===== src/rtl/number_hit_detector.sv =====
`default_nettype none
// ============================================================================
// Module   : number_hit_detector
// Brief    : Collects player/number and player/operand pixel collisions over a
//            frame. Emits one operand pulse and then one number pulse after each
//            frame boundary. A number that was hit stays hidden for a respawn
//            period.
// Revision : 1.0 - initial release
// ============================================================================
module number_hit_detector #(
    parameter int NUMBERS        = 9,
    parameter int RESPAWN_FRAMES = 120
) (
    input  logic               clk,
    input  logic               reset,
    input  logic               startOfFrame,
    input  logic               enable,
    input  logic               playerDrawingRequest,
    input  logic [NUMBERS-1:0] numberDrawingRequest,
    input  logic [1:0]         operandDrawingRequest,
    output logic [NUMBERS-1:0] SingleHitPulse,
    output logic [1:0]         operandHit,
    output logic [NUMBERS-1:0] numberVisible
);

    localparam int            CW        = $clog2(RESPAWN_FRAMES + 1);
    localparam logic [CW-1:0] C_RESPAWN = CW'(RESPAWN_FRAMES);

    typedef enum logic [1:0] {
        S_COLLECT   = 2'd0,
        S_EVAL      = 2'd1,
        S_OP_PULSE  = 2'd2,
        S_NUM_PULSE = 2'd3
    } state_t;

    state_t             r_state;
    state_t             w_state_next;

    logic [NUMBERS-1:0] r_num_hit;
    logic [NUMBERS-1:0] r_eval_num;
    logic [NUMBERS-1:0] w_num_contact;
    logic [NUMBERS-1:0] w_num_lowest;
    logic [1:0]         r_op_hit;
    logic [1:0]         r_eval_op;
    logic [1:0]         r_prev_op;
    logic [1:0]         w_op_contact;
    logic [1:0]         w_op_edge;
    logic [CW-1:0]      r_cnt [NUMBERS];

    // Contacts on the current pixel; hidden numbers cannot be hit.
    assign w_num_contact = {NUMBERS{playerDrawingRequest}} & numberDrawingRequest & numberVisible;
    assign w_op_contact  = {2{playerDrawingRequest}} & operandDrawingRequest;

    // Only a fresh touch (not held from the previous frame) counts.
    assign w_op_edge    = r_eval_op & ~r_prev_op;
    // Isolate the lowest set bit: lowest index number wins.
    assign w_num_lowest = r_eval_num & (~r_eval_num + NUMBERS'(1));

    // State register.
    always_ff @(posedge clk) begin
        if (reset) begin
            r_state <= S_COLLECT;
        end else begin
            r_state <= w_state_next;
        end
    end

    // Next-state and pulse outputs; pulses are suppressed while the game is inactive.
    always_comb begin
        w_state_next   = r_state;
        operandHit     = 2'b00;
        SingleHitPulse = '0;
        case (r_state)
            S_COLLECT:   if (startOfFrame) w_state_next = S_EVAL;
            S_EVAL:      w_state_next = S_OP_PULSE;
            S_OP_PULSE: begin
                w_state_next = S_NUM_PULSE;
                if (enable) begin
                    if (w_op_edge[0])      operandHit = 2'b01;
                    else if (w_op_edge[1]) operandHit = 2'b10;
                end
            end
            S_NUM_PULSE: begin
                w_state_next = S_COLLECT;
                if (enable) SingleHitPulse = w_num_lowest;
            end
            default:     w_state_next = S_COLLECT;
        endcase
    end

    // Sticky collision flags; at EVAL they are snapshotted and restart with the current pixel.
    always_ff @(posedge clk) begin
        if (reset) begin
            r_num_hit  <= '0;
            r_op_hit   <= 2'b00;
            r_eval_num <= '0;
            r_eval_op  <= 2'b00;
            r_prev_op  <= 2'b00;
        end else begin
            if (r_state == S_EVAL) begin
                r_eval_num <= r_num_hit;
                r_eval_op  <= r_op_hit;
                r_num_hit  <= w_num_contact;
                r_op_hit   <= w_op_contact;
            end else begin
                r_num_hit  <= r_num_hit | w_num_contact;
                r_op_hit   <= r_op_hit | w_op_contact;
            end
            // Updated even when disabled so re-enabling does not replay a held touch.
            if (r_state == S_OP_PULSE) begin
                r_prev_op <= r_eval_op;
            end
        end
    end

    generate
        for (genvar gi = 0; gi < NUMBERS; gi++) begin : g_respawn
            // Respawn counter: loaded on a scored hit, counts frame boundaries down to zero.
            always_ff @(posedge clk) begin
                if (reset) begin
                    r_cnt[gi] <= '0;
                end else if (SingleHitPulse[gi]) begin
                    r_cnt[gi] <= C_RESPAWN;
                end else if ((r_state == S_EVAL) && (r_cnt[gi] != '0)) begin
                    r_cnt[gi] <= r_cnt[gi] - CW'(1);
                end
            end

            assign numberVisible[gi] = (r_cnt[gi] == '0);
        end
    endgenerate

endmodule
`default_nettype wire


===== config.mk =====
export PLATFORM = sky130hd
export DESIGN_NAME = number_hit_detector
export DESIGN_NICKNAME = d
export VERILOG_FILES = /design/src/rtl/number_hit_detector.sv
export SDC_FILE = /design/constraint.sdc
export NUM_CORES = 1
export LEC_CHECK = 0
export ABC_AREA = 1
export BUFFER_PORTS_ARGS = -buffer_cell sky130_fd_sc_hd__clkbuf_2
export CORE_UTILIZATION = 40
export DETAILED_ROUTE_END_ITERATION = 12
export GPL_TIMING_DRIVEN = 1
export PLACE_DENSITY = 0.69
export SYNTH_ARGS = -nofsm -noshare
export SYNTH_HDL_FRONTEND = slang
export SYNTH_SLANG_ARGS = --single-unit

===== constraint.sdc =====
create_clock -name clk -period 2.16 [get_ports clk]
set_input_delay 0.324 -clock clk [delete_from_list [all_inputs] [get_ports clk]]
set_output_delay 0.324 -clock clk [all_outputs]
set_load 0.02 [all_outputs]

==> Word level (Yosys, flattened, before mapping) <==
Memory sizes are Yosys's and may differ from the RTL's.
Index checks and enable logic that the tools add are counted.
{ "word_totals": {"mem_bits_ro": 0, "in_bits": 16, "elab_cells": 169, "register_bits": 26, "memories": 1, "ramBits": 63, "latch_bits": 0} }
{ "classes": {"n_reduce_logical": 28, "addsub": 10, "muxes": 93, "n_lt_le_gt_ge": 0, "bitwise": 27, "n_div": 0, "eq_ne": 4, "multipliers": 0, "shift": 0} }
{ "mem_list": {"columns": ["name", "words", "width", "read_ports", "rd_ports_with_merged_regs", "write_ports", "line", "source"], "rows": [
  ["r_cnt", 9, 7, 9, 0, 9, "48", "logic [CW-1:0] r_cnt [NUMBERS];"]
]} }
{ "ops": {"columns": ["cell", "count"], "rows": [
  ["7-bit two-way mux", 18],
  ["1-bit two-way mux", 65],
  ["7-bit zero test", 9],
  ["7-bit nonzero test", 9],
  ["7-bit by 1-bit subtractor with 7-bit output (second input constant)", 9],
  ["9-bit bitwise AND", 3],
  ["9-bit two-way mux", 3],
  ["1-bit OR", 18],
  ["2-bit two-way mux", 6],
  ["9-bit by 1-bit adder with 9-bit output (second input constant)", 1],
  ["1-bit logical AND", 9],
  ["9-bit NOT", 1],
  ["9-bit OR", 1],
  ["2-bit one-hot mux with 4 select lines", 1],
  ["2-bit bitwise AND", 2],
  ["2-bit equality test (second input constant)", 2],
  ["2-bit by 1-bit equality test with 1-bit output (second input constant)", 1],
  ["2-bit zero test", 1],
  ["2-bit != test (second input constant)", 1],
  ["2-bit NOT", 1],
  ["2-bit OR", 1]
]} }

==> Logic depth before layout (Yosys ltp) <==
Gate-level depths: netlist (run 1).
{ "logic_depth": {"depth_word": 10, "depth_mapped": 9, "mapped_depth_nobuf": 9} }

==> Worst setup path after synthesis (run 1) <==
OpenSTA, ideal clock, no wires.
{ "synth_path": {"kind": "register -> output", "startpoint": "register r_state[0]", "endpoint": "output port operandHit[1]", "stages_incl_launch_ff": 5, "arrival_time_ns": 1.701, "setup_slack_ns": 0.135, "n_path_buf": 0, "cell_sequence": "dfxtp_1 inv_1 ha_1 nand2_1 a2111oi_0"} }
{ "synth_between": {"elab_chain_cells": 2} }
{ "synth_lines": {"columns": ["item", "line", "source"], "rows": [
  ["start, declared", "36", "state_t r_state;"],
  ["start signal, assigned", "64", "r_state <= w_state_next;"],
  ["2-bit equality test", "73", "case (r_state)"],
  ["2-bit two-way mux", "73", null],
  ["end, declared", "22", "output logic [1:0] operandHit,"]
]} }
No other way between the ends.

==> results by stage, run 1 <==
Power and ir drop:
- The part of the total power dissipated in the clock network is 0.230.
- The combinational share of power is 0.340.
- The switching fraction of total power is 0.370.
- Internal power comes to 3.79 mW.
- The worst IR drop on VDD is 0.454 mV.
- The power density relative to cell area is 1090 nW/µm².
- The share of total power dissipated in sequential elements is 0.430.
- The analysis attributes to cell leakage a power of 2.43 nW.
- The sum of internal, switching and leakage power is 6.02 mW.
- Summed over all nets, the switching power comes to 2.23 mW.

Yosys:
- The fraction of synthesis flops using an asynchronous set or reset pin is 0.
- After synthesis the netlist holds a flip-flop and latch count of 89.
- The combinational family with the most area after synthesis is simple AND/OR/NAND/NOR gates.
- The number of nets handed over by synthesis was 578.
- The number of distinct library cells after synthesis is 39.
- The average instance area after synthesis is 8.97 µm².
- During synthesis, Yosys emitted a total of 0 warnings.
- The area of the mapped netlist is 4910 µm².
- Of the total synthesized cell area, the portion taken by full adders, half adders and majority gates is 0.0357.
- Of the synthesized area, sequential elements account for 0.491.
- Measured against the total synthesized area, the mux share comes to 0.
- The area fraction in compound gates after synthesis came to 0.0688.
- The simple-gate share of the synthesized area is 0.275.
- The cell count after synthesis is 548.
- The area share of xor/xnor cells in the synthesized design is 0.0481.
- The number of flops mapped to enable cells by yosys is 63.
- The most frequently used flop master after synthesis is sky130_fd_sc_hd__edfxtp_1.

Worst setup path:
- The kind of launch point of the worst setup path is a register.
- STA puts the critical path data arrival time at 1760 ps.
- The required time of the critical path is 1840 ps.
- The worst register-to-register path ends at r_cnt[2][6]$_DFFE_PP_.
- Measured in cells, the most critical reg-to-reg path has a length of 6.
- The slack of the worst reg-to-reg path is 250 ps.
- Tracing the worst setup path back leads to its startpoint at r_cnt[1][0]$_SDFFCE_PN0P_.
- Of all nets on the critical path, the largest fanout is 3.
- In this run the critical register-to-register path is launched from r_state[1]$_SDFFE_PP0P_.
- By startpoint and endpoint, the worst setup path is classified as reg -> out.
- The critical path capture point is numberVisible[1].
- The type of destination of the critical path is a primary output.

Hold path:
- The tightest min-delay check is of the in -> reg type.
- The worst hold path depth is 3.

Floorplanning:
- The die width is 113 µm.
- The number of top-level pins is 36.
- The core region is 12000 µm².
- For this configuration, the core starts out at a cell density of 0.409.
- The die covers 12700 µm².
- Measured along the y axis, the die boundary spans 113 µm.
- The floorplan has 40 rows.

Timing:
- Dividing the final minimum period by the clock period gives 0.963.
- The max-slew violation total from the final report is 0.
- The total negative slack is 0 ps.
- The worst slew margin relative to its limit is 0.750.
- Setup violations remaining at the end of the flow were counted as 0.
- The hold violation count in the final report was 0.
- Setup repair after global routing left no endpoint under its margin.
- The worst path meets setup with 79.6 ps of slack.
- The clock period could shrink to 2080 ps.
- The upper clock frequency limit is 481 MHz.
- The clock arrives with 4.18 ps of skew.
- The actual transition at the worst max-transition pin is 372 ps.

Layout:
- After the last flow step, the layout net total stands at 617.
- The number of filler cells placed in the layout is 1164.
- The non-filler instance count after layout is 739.
- Of the cells placed in the final design, the portion with a size suffix greater than 1 is 0.186.
- The area growth from synthesis to layout is 11.9%.
- 0 antenna diodes ended up in the layout.

Drt:
- The routed design has 9.50 mm of wire.
- For this run, design rule violations remaining after detail routing come to 0.
- The antenna violation net count after detailed routing is 0.
- After the first detailed-routing iteration, the DRC count stood at 133.
- The number of iterations in the first detailed-routing pass is 4.
- The mean number of vias per cell is 4.94.
- The detailed-route via count is 3647.
- After detailed routing, the average wire length per cell comes to 12.9 µm.

Outcome:
- The flow ran to the end, and the final reports show no timing, DRC or antenna violations.

Clock network:
- The TritonCTS clock tree is done.
- The post-CTS clock slew at the launch and capture registers of the worst setup and hold paths is 60 ps.
- The root buffer cell is sky130_fd_sc_hd__clkbuf_16.
- The clock sink total is 89.
- The clock tree buffer depth is 2.
- Clock tree synthesis inserted a total of 9 buffers.
- After clock tree synthesis, the setup repair step added 0 buffers.
- The later pin in the worst-skew pair is clocked with a latency of 340 ps.
- The H-tree was split into 3 levels.

Placed design:
- Prior to clock tree synthesis, the placed netlist has a worst setup slack of 145 ps.
- The placed instance count is 723.
- The congestion estimate from routability-driven global placement came to 0.811.
- The total half-perimeter wirelength after legalization and detailed placement is 7.18 mm.
- The count of buffers added on input and output ports is 35.

Global route:
- The aggregate global routing overflow is 0.
- The number of global-route vias before repair is 3561.
- The wire length of the first global-routing pass is 16.1 mm.
- The total global-route track usage is 0.161.
- The largest net degree at the start of global routing is 31.
- The initial antenna violation count is 0.

Flow run:
- The total of max-cap violations is 0.
synth_stat cells (3+ instances only):
master | count | share of area
sky130_fd_sc_hd__inv_2 | 5 | 0.0038
sky130_fd_sc_hd__edfxtp_1 | 63 | 0.39
sky130_fd_sc_hd__buf_6 | 3 | 0.0069
sky130_fd_sc_hd__inv_1 | 78 | 0.060
sky130_fd_sc_hd__nand2_2 | 3 | 0.0038
sky130_fd_sc_hd__nand4_1 | 10 | 0.013
sky130_fd_sc_hd__o21ai_2 | 5 | 0.0089
sky130_fd_sc_hd__a21oi_1 | 29 | 0.030
sky130_fd_sc_hd__clkbuf_1 | 4 | 0.0031
sky130_fd_sc_hd__nand3_2 | 3 | 0.0061
sky130_fd_sc_hd__dfxtp_1 | 26 | 0.11
sky130_fd_sc_hd__nand3_4 | 4 | 0.014
sky130_fd_sc_hd__nor2_4 | 4 | 0.0092
sky130_fd_sc_hd__buf_2 | 3 | 0.0031
sky130_fd_sc_hd__xnor2_1 | 14 | 0.025
sky130_fd_sc_hd__nand2_4 | 7 | 0.016
sky130_fd_sc_hd__nand3_1 | 43 | 0.044
sky130_fd_sc_hd__nor2_2 | 9 | 0.011
sky130_fd_sc_hd__o21ai_1 | 5 | 0.0051
sky130_fd_sc_hd__nor3_1 | 4 | 0.0041
sky130_fd_sc_hd__nor2_1 | 70 | 0.053
sky130_fd_sc_hd__xor2_1 | 13 | 0.023
sky130_fd_sc_hd__nand2_1 | 90 | 0.069
sky130_fd_sc_hd__or2_2 | 7 | 0.0089
sky130_fd_sc_hd__ha_1 | 14 | 0.036
sky130_fd_sc_hd__o21ai_0 | 13 | 0.013
state kept, by name, summed over array words and instances (netlist names):
| register | flops |
|---|---|
| r_prev_op | 2 |
| r_state | 2 |
| r_cnt | 63 |
| r_eval_op | 2 |
| r_op_hit | 2 |
| r_num_hit | 9 |
| r_eval_num | 9 |
worst max-delay path, cell delays in order, from the launching register on:
cell and delay, ps:
sky130_fd_sc_hd__edfxtp_1 400, sky130_fd_sc_hd__inv_1 110, sky130_fd_sc_hd__ha_1 200, sky130_fd_sc_hd__nand3_1 170, sky130_fd_sc_hd__nor2_1 300, sky130_fd_sc_hd__clkbuf_2 230
what timing repair did:
item,CTS,global route
resized for setup,0,1
endpoints found under the setup margin,0,7
hold buffers,0,0
power groups by stage:
stage               sequential, mW  combinational (mW)  clock (mW)
finish                        2.59                2.05        1.38
global route                  2.64                2.32        1.48
CTS                           2.58                2.06        1.42
detailed placement            2.62                2.05           0
global placement              2.60                1.98           0
floorplan                     2.55                1.67           0
layout make-up:
| class | count | area (µm²) | share of cell area |
|---|---|---|---|
| clock buffers | 9 | 225 | 0.0410 |
| flip-flops and latches | 89 | 2410 | 0.439 |
| inverters | 87 | 338 | 0.0615 |
| multi-input cells | 362 | 2100 | 0.382 |
| clock inverters | 7 | 37.5 | 0.00683 |
| well taps | 147 | 184 | 0.0335 |
| repair buffers | 38 | 198 | 0.0360 |
logic make-up (layout without fill, tap and decap cells):
group,Yosys count,in the layout
xor+xnor,27,27
buf+inv,97,141
fa+ha+maj,14,14
simple gates,262,262
flops,89,89
compound gates,59,59
cell usage in the layout, fill, tap and decap left out, drive strengths merged, types with 7 or more instances in the layout:
master,instances
nand2,100
inv,85
nor2,84
edfxtp,63
nand3,50
clkbuf,44
a21oi,29
dfxtp,26
o21ai,23
xnor2,14
ha,14
xor2,13
nand4,11
nor3,8
clkinv,8
or2,7
worst min-delay path by stage:
stage	endpoint	startpoint	slack (ps)
after CTS	r_op_hit[0]$_SDFF_PP0_	operandDrawingRequest[0]	200
after floorplan	r_prev_op[1]$_SDFFE_PP0P_	r_prev_op[1]$_SDFFE_PP0P_	430
after global routing	r_op_hit[1]$_SDFF_PP0_	operandDrawingRequest[1]	230
final	r_op_hit[0]$_SDFF_PP0_	operandDrawingRequest[0]	220
after global placement	r_prev_op[1]$_SDFFE_PP0P_	r_prev_op[1]$_SDFFE_PP0P_	450
after detailed placement	r_prev_op[1]$_SDFFE_PP0P_	r_prev_op[1]$_SDFFE_PP0P_	460
routing by layer:
metal  part of all wire  vias to the layer above  track usage
li1                   -                     1875            -
met1               0.45                     1681        0.202
met2               0.48                       78        0.268
met3              0.047                       13       0.0337
met4              0.020                        0       0.0684
met5                  0                        -            0
stage by stage:
stage          hold slack, ps  area, µm²   util
3_3_place_gp              446       5230  0.436
5_1_grt                   234       5500  0.458
3_5_place_dp              456       5230  0.436
2_1_floorplan             435       4910      -
6_report                  216       5500  0.458
4_1_cts                   202       5490  0.457
(Power assumes the default switching activity.)
==> run 2, diff against run 1 <==
--- a/config.mk
+++ b/config.mk
@@ -11,6 +11,7 @@
 export DETAILED_ROUTE_END_ITERATION = 12
 export GPL_TIMING_DRIVEN = 1
 export PLACE_DENSITY = 0.69
+export SETUP_SLACK_MARGIN = 0.1
 export SYNTH_ARGS = -nofsm -noshare
 export SYNTH_HDL_FRONTEND = slang
 export SYNTH_SLANG_ARGS = --single-unit
==> results by stage, run 2 (synthesis gave the netlist of run 1 again) <==
Power and ir drop:
- The reported leakage power was 2.42 nW (about the same).
- The power density relative to cell area came to 1100 nW/µm² (about the same).
- The worst IR drop on VDD is 0.458 mV (+0.94%).

Drt:
- The count of routing violations after the opening detailed-route iteration was 130 (-2.3%).
- The DRC violations left is 0 (unchanged).
- The detailed-route via count came to 3658 (+0.30%).
- The number of iterations in the first detailed-routing pass is 4 (unchanged).
- The mean number of vias per cell is 4.95 (+0.30%).
- The final wirelength is 9.51 mm (+0.14%).
- The antenna violation net count after detailed routing is 0 (unchanged).
- The average wire per standard cell is 12.9 µm (+0.14%).

Worst setup path:
- The critical path arrival was 1660 ps (-100 ps).
- The critical setup path kind is reg -> out.
- The worst setup path is captured at a primary output.
- The largest fanout on the critical path is 3 (unchanged).
- The kind of launch point of the worst setup path is a register.
- The required time of the critical path is 1840 ps (about the same).

Timing:
- The number of endpoints failing setup at the final stage came to 0 (unchanged).
- The setup slack after layout is 177 ps (+97.7 ps).
- The setup skew after layout is 4.22 ps (+0.0311 ps).
- Setup repair after global routing left no endpoint under its margin.
- The actual transition at the worst max-transition pin is 365 ps (-7.70 ps).
- The final worst hold slack is 215 ps (-0.635 ps).
- The worst slew margin relative to its limit is 0.756 (+0.00580).
- The hold violation count in the final report was 0 (unchanged).
- The max-slew violation total from the final report is 0 (unchanged).
- The post-route fraction of the period consumed by the critical path was 0.918 (-0.0452).
- The post-route minimum period is 1980 ps (-97.7 ps).
- The total negative slack is 0 ps (unchanged).
- The upper clock frequency limit was 504 MHz (+4.9%).

Floorplanning:
- The number of top-level pins came to 36 (unchanged).
- The vertical die dimension is 113 µm (unchanged).
- The overall die area is 12700 µm² (unchanged).
- The die width is 113 µm (unchanged).
- The number of rows created at floorplan is 40 (unchanged).
- The area of the core came to 12000 µm² (unchanged).
- The initial standard-cell utilization of the core is 0.409 (unchanged).

Placed design:
- The minimum setup slack after placement is 145 ps (unchanged).
- The placed instance count is 723 (unchanged).
- The number of port buffers came to 35 (unchanged).
- The routability-driven placement congestion ratio is 0.811 (unchanged).
- The cell area reported after detailed placement is 5230 µm² (unchanged).
- The total half-perimeter wirelength after legalization and detailed placement is 7.18 mm (unchanged).

Layout:
- The post-layout instance area is 5510 µm² (+0.30%).
- The total number of nets in the final design is 617 (unchanged).
- The flip-flop count of the largest register, all copies and words added is 63 (unchanged).
- The area growth from synthesis to final layout is 12.2%.
- The largest registers in the layout are r_cnt (63), r_eval_num (9), r_num_hit (9).
- The non-filler instance count after layout was 739 (unchanged).
- The number of antenna diodes is 0 (unchanged).
- In the layout the commonest cells are sky130_fd_sc_hd__nand2_1 (90), sky130_fd_sc_hd__inv_1 (78), sky130_fd_sc_hd__nor2_1 (67).
- The number of filler cells placed in the layout is 1162 (-0.17%).
- r_cnt holds more flip-flops than any other register.
- The most common cell after layout, fill and taps aside is sky130_fd_sc_hd__nand2_1.
- The fraction of layout cells with a size suffix above 1 is 0.194 (+0.00845).

Clock network:
- The maximum level of the CTS H-tree came to 3 (unchanged).
- The clock tree buffer depth was 2 (unchanged).
- The latest clock arrival within the worst-skew pair is 340 ps (about the same).
- The TritonCTS clock tree is done.
- The root buffer cell is sky130_fd_sc_hd__clkbuf_16.
- The number of buffers created by CTS came to 9 (unchanged).
- The clock sink total is 89 (unchanged).
- The count of hold-fix buffers inserted at cts is 0 (unchanged).
- The number of buffers inserted to repair setup after CTS came to 0 (unchanged).
- The post-CTS clock slew at the launch and capture registers of the worst setup and hold paths is 60 ps (about the same).

Global route:
- The total global-route track usage is 0.161 (unchanged).
- The number of global-route vias before repair is 3561 (unchanged).
- The largest net degree at the start of global routing was 31 (unchanged).
- The aggregate global routing overflow is 0 (unchanged).
- The initial antenna violation count came to 0 (unchanged).
- The wire length of the first global-routing pass came to 16.1 mm (unchanged).

Hold path:
- In this run the worst hold path is classified as in -> reg.

Flow run:
- The total of max-cap violations came to 0 (unchanged).

Outcome:
- The run finished with clean final reports.
run 2: cell count changes in the layout (fill, tap and decap cells not counted), sizes merged:
cell | before | now
clkbuf | 44 | 42
buf | 3 | 5
run 2: per-layer routing:
metal,vias up,track usage,part of all wire
met5,-,0,0
met4,0,0.0684,0.019
met3,13,0.0337,0.043
met2,78,0.268,0.48
met1,1694,0.202,0.46
li1,1873,-,-
run 2: timing repair:
item                       4_1_cts  5_1_grt
setup endpoints to repair        1       38
pin swaps                        0        1
gates resized for setup          1        8
run 2: final cells by class:
class                           instances  area (µm²)  area share
Sequential cell                        89        2410       0.438
Multi-Input combinational cell        362        2120       0.384
Inverter                               87         338      0.0613
Clock buffer                            9         225      0.0409
Timing Repair Buffer                   38         198      0.0359
Tap cell                              147         184      0.0334
Clock inverter                          7        37.5     0.00681
run 2: metrics by stage:
step	power, mW	util
2_1_floorplan	4.23	-
3_3_place_gp	4.58	0.436
3_5_place_dp	4.67	0.436
4_1_cts	6.07	0.458
5_1_grt	6.46	0.459
6_report	6.04	0.459
run 2: report_power, final:
group          internal (mW)  total, mW  switching [mW]
logic                  0.717       2.06            1.34
registers               2.31       2.59           0.276
clock network          0.764       1.39           0.626
total                   3.79       6.04            2.24
run 2: worst paths after layout:
| path | to | slack, ps | from | cells past startpoint |
|---|---|---|---|---|
| setup / recovery | numberVisible[1] | 180 | r_cnt[1][0]$_SDFFCE_PN0P_ | 5 |
| hold / removal | r_op_hit[0]$_SDFF_PP0_ | 220 | operandDrawingRequest[0] | 3 |
| setup reg to reg | r_cnt[2][6]$_DFFE_PP_ | 250 | r_state[1]$_SDFFE_PP0P_ | 6 |
| hold reg to reg | r_num_hit[3]$_SDFF_PP0_ | 460 | r_num_hit[3]$_SDFF_PP0_ | 2 |
run 2: worst max-delay path, stage by stage (launching register included):
cell	delay, ps
sky130_fd_sc_hd__edfxtp_1	400
sky130_fd_sc_hd__inv_1	110
sky130_fd_sc_hd__ha_1	200
sky130_fd_sc_hd__nand3_1	170
sky130_fd_sc_hd__nor2_2	220
sky130_fd_sc_hd__clkbuf_2	210
==> run 3, diff against run 2 <==
==> constraint.sdc (replaced) <==
create_clock -name clk -period 2.16 [get_ports clk]
set_input_delay 0.324 -clock clk [delete_from_list [all_inputs] [get_ports clk]]
set_output_delay 0.324 -clock clk [all_outputs]
set_load 0.05 [all_outputs]
==> results by stage, run 3 (synthesis gave the netlist of run 1 again) <==
Placed design:
- The number of port buffers is 35 (unchanged).
- The total half-perimeter wirelength after legalization and detailed placement is 7.42 mm (+3.3%).
- The placed instance count is 724 (+0.14%).
- The routability-driven placement congestion ratio is 0.800 (-1.4%).
- The minimum setup slack after placement is 321 ps (+176 ps).

Clock network:
- The number of buffers created by CTS is 9 (unchanged).
- The TritonCTS clock tree is done.
- The count of hold-fix buffers inserted at cts was 0 (unchanged).
- The clock tree buffer depth is 2 (unchanged).
- The latest clock arrival within the worst-skew pair came to 340 ps (about the same).
- The clock sink total is 89 (unchanged).
- The post-CTS clock slew at the launch and capture registers of the worst setup and hold paths came to 60 ps (about the same).
- The maximum level of the CTS H-tree is 3 (unchanged).
- In this run the clock root is driven by a sky130_fd_sc_hd__clkbuf_16.

Drt:
- The average wire per standard cell is 13.1 µm (+2.1%).
- The antenna violation net count after detailed routing is 0 (unchanged).
- The count of routing violations after the opening detailed-route iteration was 132 (+1.5%).
- The number of iterations in the first detailed-routing pass came to 4 (unchanged).
- The mean number of vias per cell is 4.97 (+0.33%).
- The final wirelength is 9.74 mm (+2.4%).
- The DRC violations left came to 0 (unchanged).
- The detailed-route via count was 3680 (+0.60%).

Timing:
- The hold violation count in the final report is 0 (unchanged).
- The post-route minimum period was 1960 ps (-21.7 ps).
- The max-slew violation total from the final report is 0 (unchanged).
- The worst slew margin relative to its limit is 0.758 (+0.00203).
- The actual transition at the worst max-transition pin is 362 ps (-3.03 ps).
- The number of endpoints failing setup at the final stage was 0 (unchanged).
- The final worst hold slack is 214 ps (-1.01 ps).
- The setup slack after layout is 199 ps (+21.7 ps).
- The post-route fraction of the period consumed by the critical path is 0.908 (-0.0100).
- The setup skew after layout is 9.01 ps (+4.79 ps).
- Setup repair after global routing could not meet its margin everywhere.
- The total negative slack was 0 ps (unchanged).
- The upper clock frequency limit is 510 MHz (+1.1%).

Outcome:
- The run finished with clean final reports.

Power and ir drop:
- The reported leakage power is 2.45 nW (+1.1%).
- The worst IR drop on VDD is 0.585 mV (+28%).
- The power density relative to cell area is 1120 nW/µm² (+2.3%).

Layout:
- The number of filler cells placed in the layout is 1123 (-3.4%).
- The area growth from synthesis to final layout is 13.9%.
- The number of antenna diodes was 0 (unchanged).
- The non-filler instance count after layout is 741 (+0.27%).
- The total number of nets in the final design is 619 (+0.32%).
- In the layout the commonest cells are sky130_fd_sc_hd__nand2_1 (90), sky130_fd_sc_hd__inv_1 (78), sky130_fd_sc_hd__nor2_1 (67).
- The fraction of layout cells with a size suffix above 1 came to 0.199 (+0.00440).
- The register bank with the most flops is r_cnt.
- The flip-flop count of the largest register, all copies and words added came to 63 (unchanged).
- The library cell used most frequently in the layout, excluding fill and tap cells, is sky130_fd_sc_hd__nand2_1.
- In the final layout, the registers with the most flip-flops are r_cnt (63), r_eval_num (9), r_num_hit (9).

Worst setup path:
- The slack of the worst reg-to-reg path was 310 ps (+60 ps).
- The delay of the slowest critical-path stage was 360 ps (-40 ps).
- The worst register-to-register path begins at r_state[1]$_SDFFE_PP0P_.
- The count of cells along the worst register-to-register path is 8 (+2).
- The kind of cell adding the most delay to the critical path is buffers and inverters.
- The slowest stage cell on the critical path is sky130_fd_sc_hd__dfxtp_1.
- In this run the critical register-to-register path is captured at r_cnt[8][0]$_SDFFCE_PN0P_.
- The critical path is of the reg -> out type.
- The number of cells on the critical path is 8 (+3).
- Traced cell by cell, the critical path runs through ha_2, nand2_4, inv_4, nand2_2, inv_2, nand3_4, inv_1, clkbuf_4.
- STA classifies the critical path endpoint as a primary output.
- The kind of launch point of the worst setup path is a register.
- The critical path arrival was 1640 ps (-20 ps).
- In this run the worst setup path begins at r_state[1]$_SDFFE_PP0P_.
- The required time of the critical path is 1840 ps (about the same).
- The critical path capture point is SingleHitPulse[3].
- The count of buffering cells on the critical path with inverters included is 4 (+2).
- The largest fanout on the critical path came to 4 (+1).

Global route:
- The wire length of the first global-routing pass came to 16.7 mm (+3.5%).
- The initial antenna violation count is 0 (unchanged).
- The largest net degree at the start of global routing is 31 (unchanged).
- The number of global-route vias before repair is 3607 (+1.3%).
- The total global-route track usage was 0.168 (+0.00714).
- The aggregate global routing overflow is 0 (unchanged).

Floorplanning:
- The area of the core is 12000 µm² (unchanged).
- The number of rows created at floorplan is 40 (unchanged).
- The number of top-level pins is 36 (unchanged).
- The initial standard-cell utilization of the core was 0.409 (unchanged).
- The die width is 113 µm (unchanged).
- The vertical die dimension is 113 µm (unchanged).
- The overall die area came to 12700 µm² (unchanged).

Hold path:
- The type of the most critical hold path is in -> reg.

Flow run:
- The total of max-cap violations came to 0 (unchanged).
[run 3: report_power, final]
group	internal (mW)	leakage (nW)	switching, mW	total, mW
Combinational	0.747	1.44	1.43	2.18
Clock	0.891	0.140	0.604	1.49
Sequential	2.31	0.871	0.279	2.59
Total	3.95	2.45	2.32	6.27
[run 3: repair_timing]
item | CTS | global route
resized for setup | 6 | 30
pin swaps | 0 | 2
setup buffers | 0 | 1
setup endpoints to repair | 6 | 15
hold endpoints to repair | 0 | 0
[run 3: routing by layer]
layer | up-vias | global-route usage | share of wire
met1 | 1728 | 0.207 | 0.44
met3 | 14 | 0.0311 | 0.040
li1 | 1878 | - | -
met2 | 60 | 0.283 | 0.50
met4 | 0 | 0.0818 | 0.017
met5 | - | 0 | 0
[run 3: tightest hold or removal path, cell delays in order]
cell	delay, ps
sky130_fd_sc_hd__clkbuf_2	80
sky130_fd_sc_hd__nand2_1	50
sky130_fd_sc_hd__a21oi_1	50
[run 3: cell type report]
cell class	instances	area (µm²)	area share
Sequential cell	89	2410	0.431
Multi-Input combinational cell	362	2130	0.381
Inverter	87	338	0.0604
Timing Repair Buffer	40	249	0.0445
Clock buffer	12	236	0.0423
Tap cell	147	184	0.0329
Clock inverter	4	45.0	0.00805
[run 3: worst min-delay path by stage]
stage | start | depth (start not counted) | slack, ps | endpoint
floorplan | r_op_hit[1]$_SDFF_PP0_ | 2 | 440 | r_op_hit[1]$_SDFF_PP0_
global placement | r_op_hit[1]$_SDFF_PP0_ | 2 | 450 | r_op_hit[1]$_SDFF_PP0_
detailed placement | r_op_hit[0]$_SDFF_PP0_ | 2 | 460 | r_op_hit[0]$_SDFF_PP0_
CTS | operandDrawingRequest[0] | 3 | 200 | r_op_hit[0]$_SDFF_PP0_
global route | operandDrawingRequest[0] | 3 | 230 | r_op_hit[0]$_SDFF_PP0_
finish | operandDrawingRequest[0] | 3 | 210 | r_op_hit[0]$_SDFF_PP0_
[run 3: per-stage QoR]
| stage | util | cell area, µm² | power (mW) |
|---|---|---|---|
| global placement | 0.437 | 5250 | 4.66 |
| floorplan | - | 4920 | 4.30 |
| detailed placement | 0.437 | 5250 | 4.77 |
| CTS | 0.462 | 5540 | 6.30 |
| global route | 0.466 | 5600 | 6.70 |
| finish | 0.466 | 5600 | 6.27 |
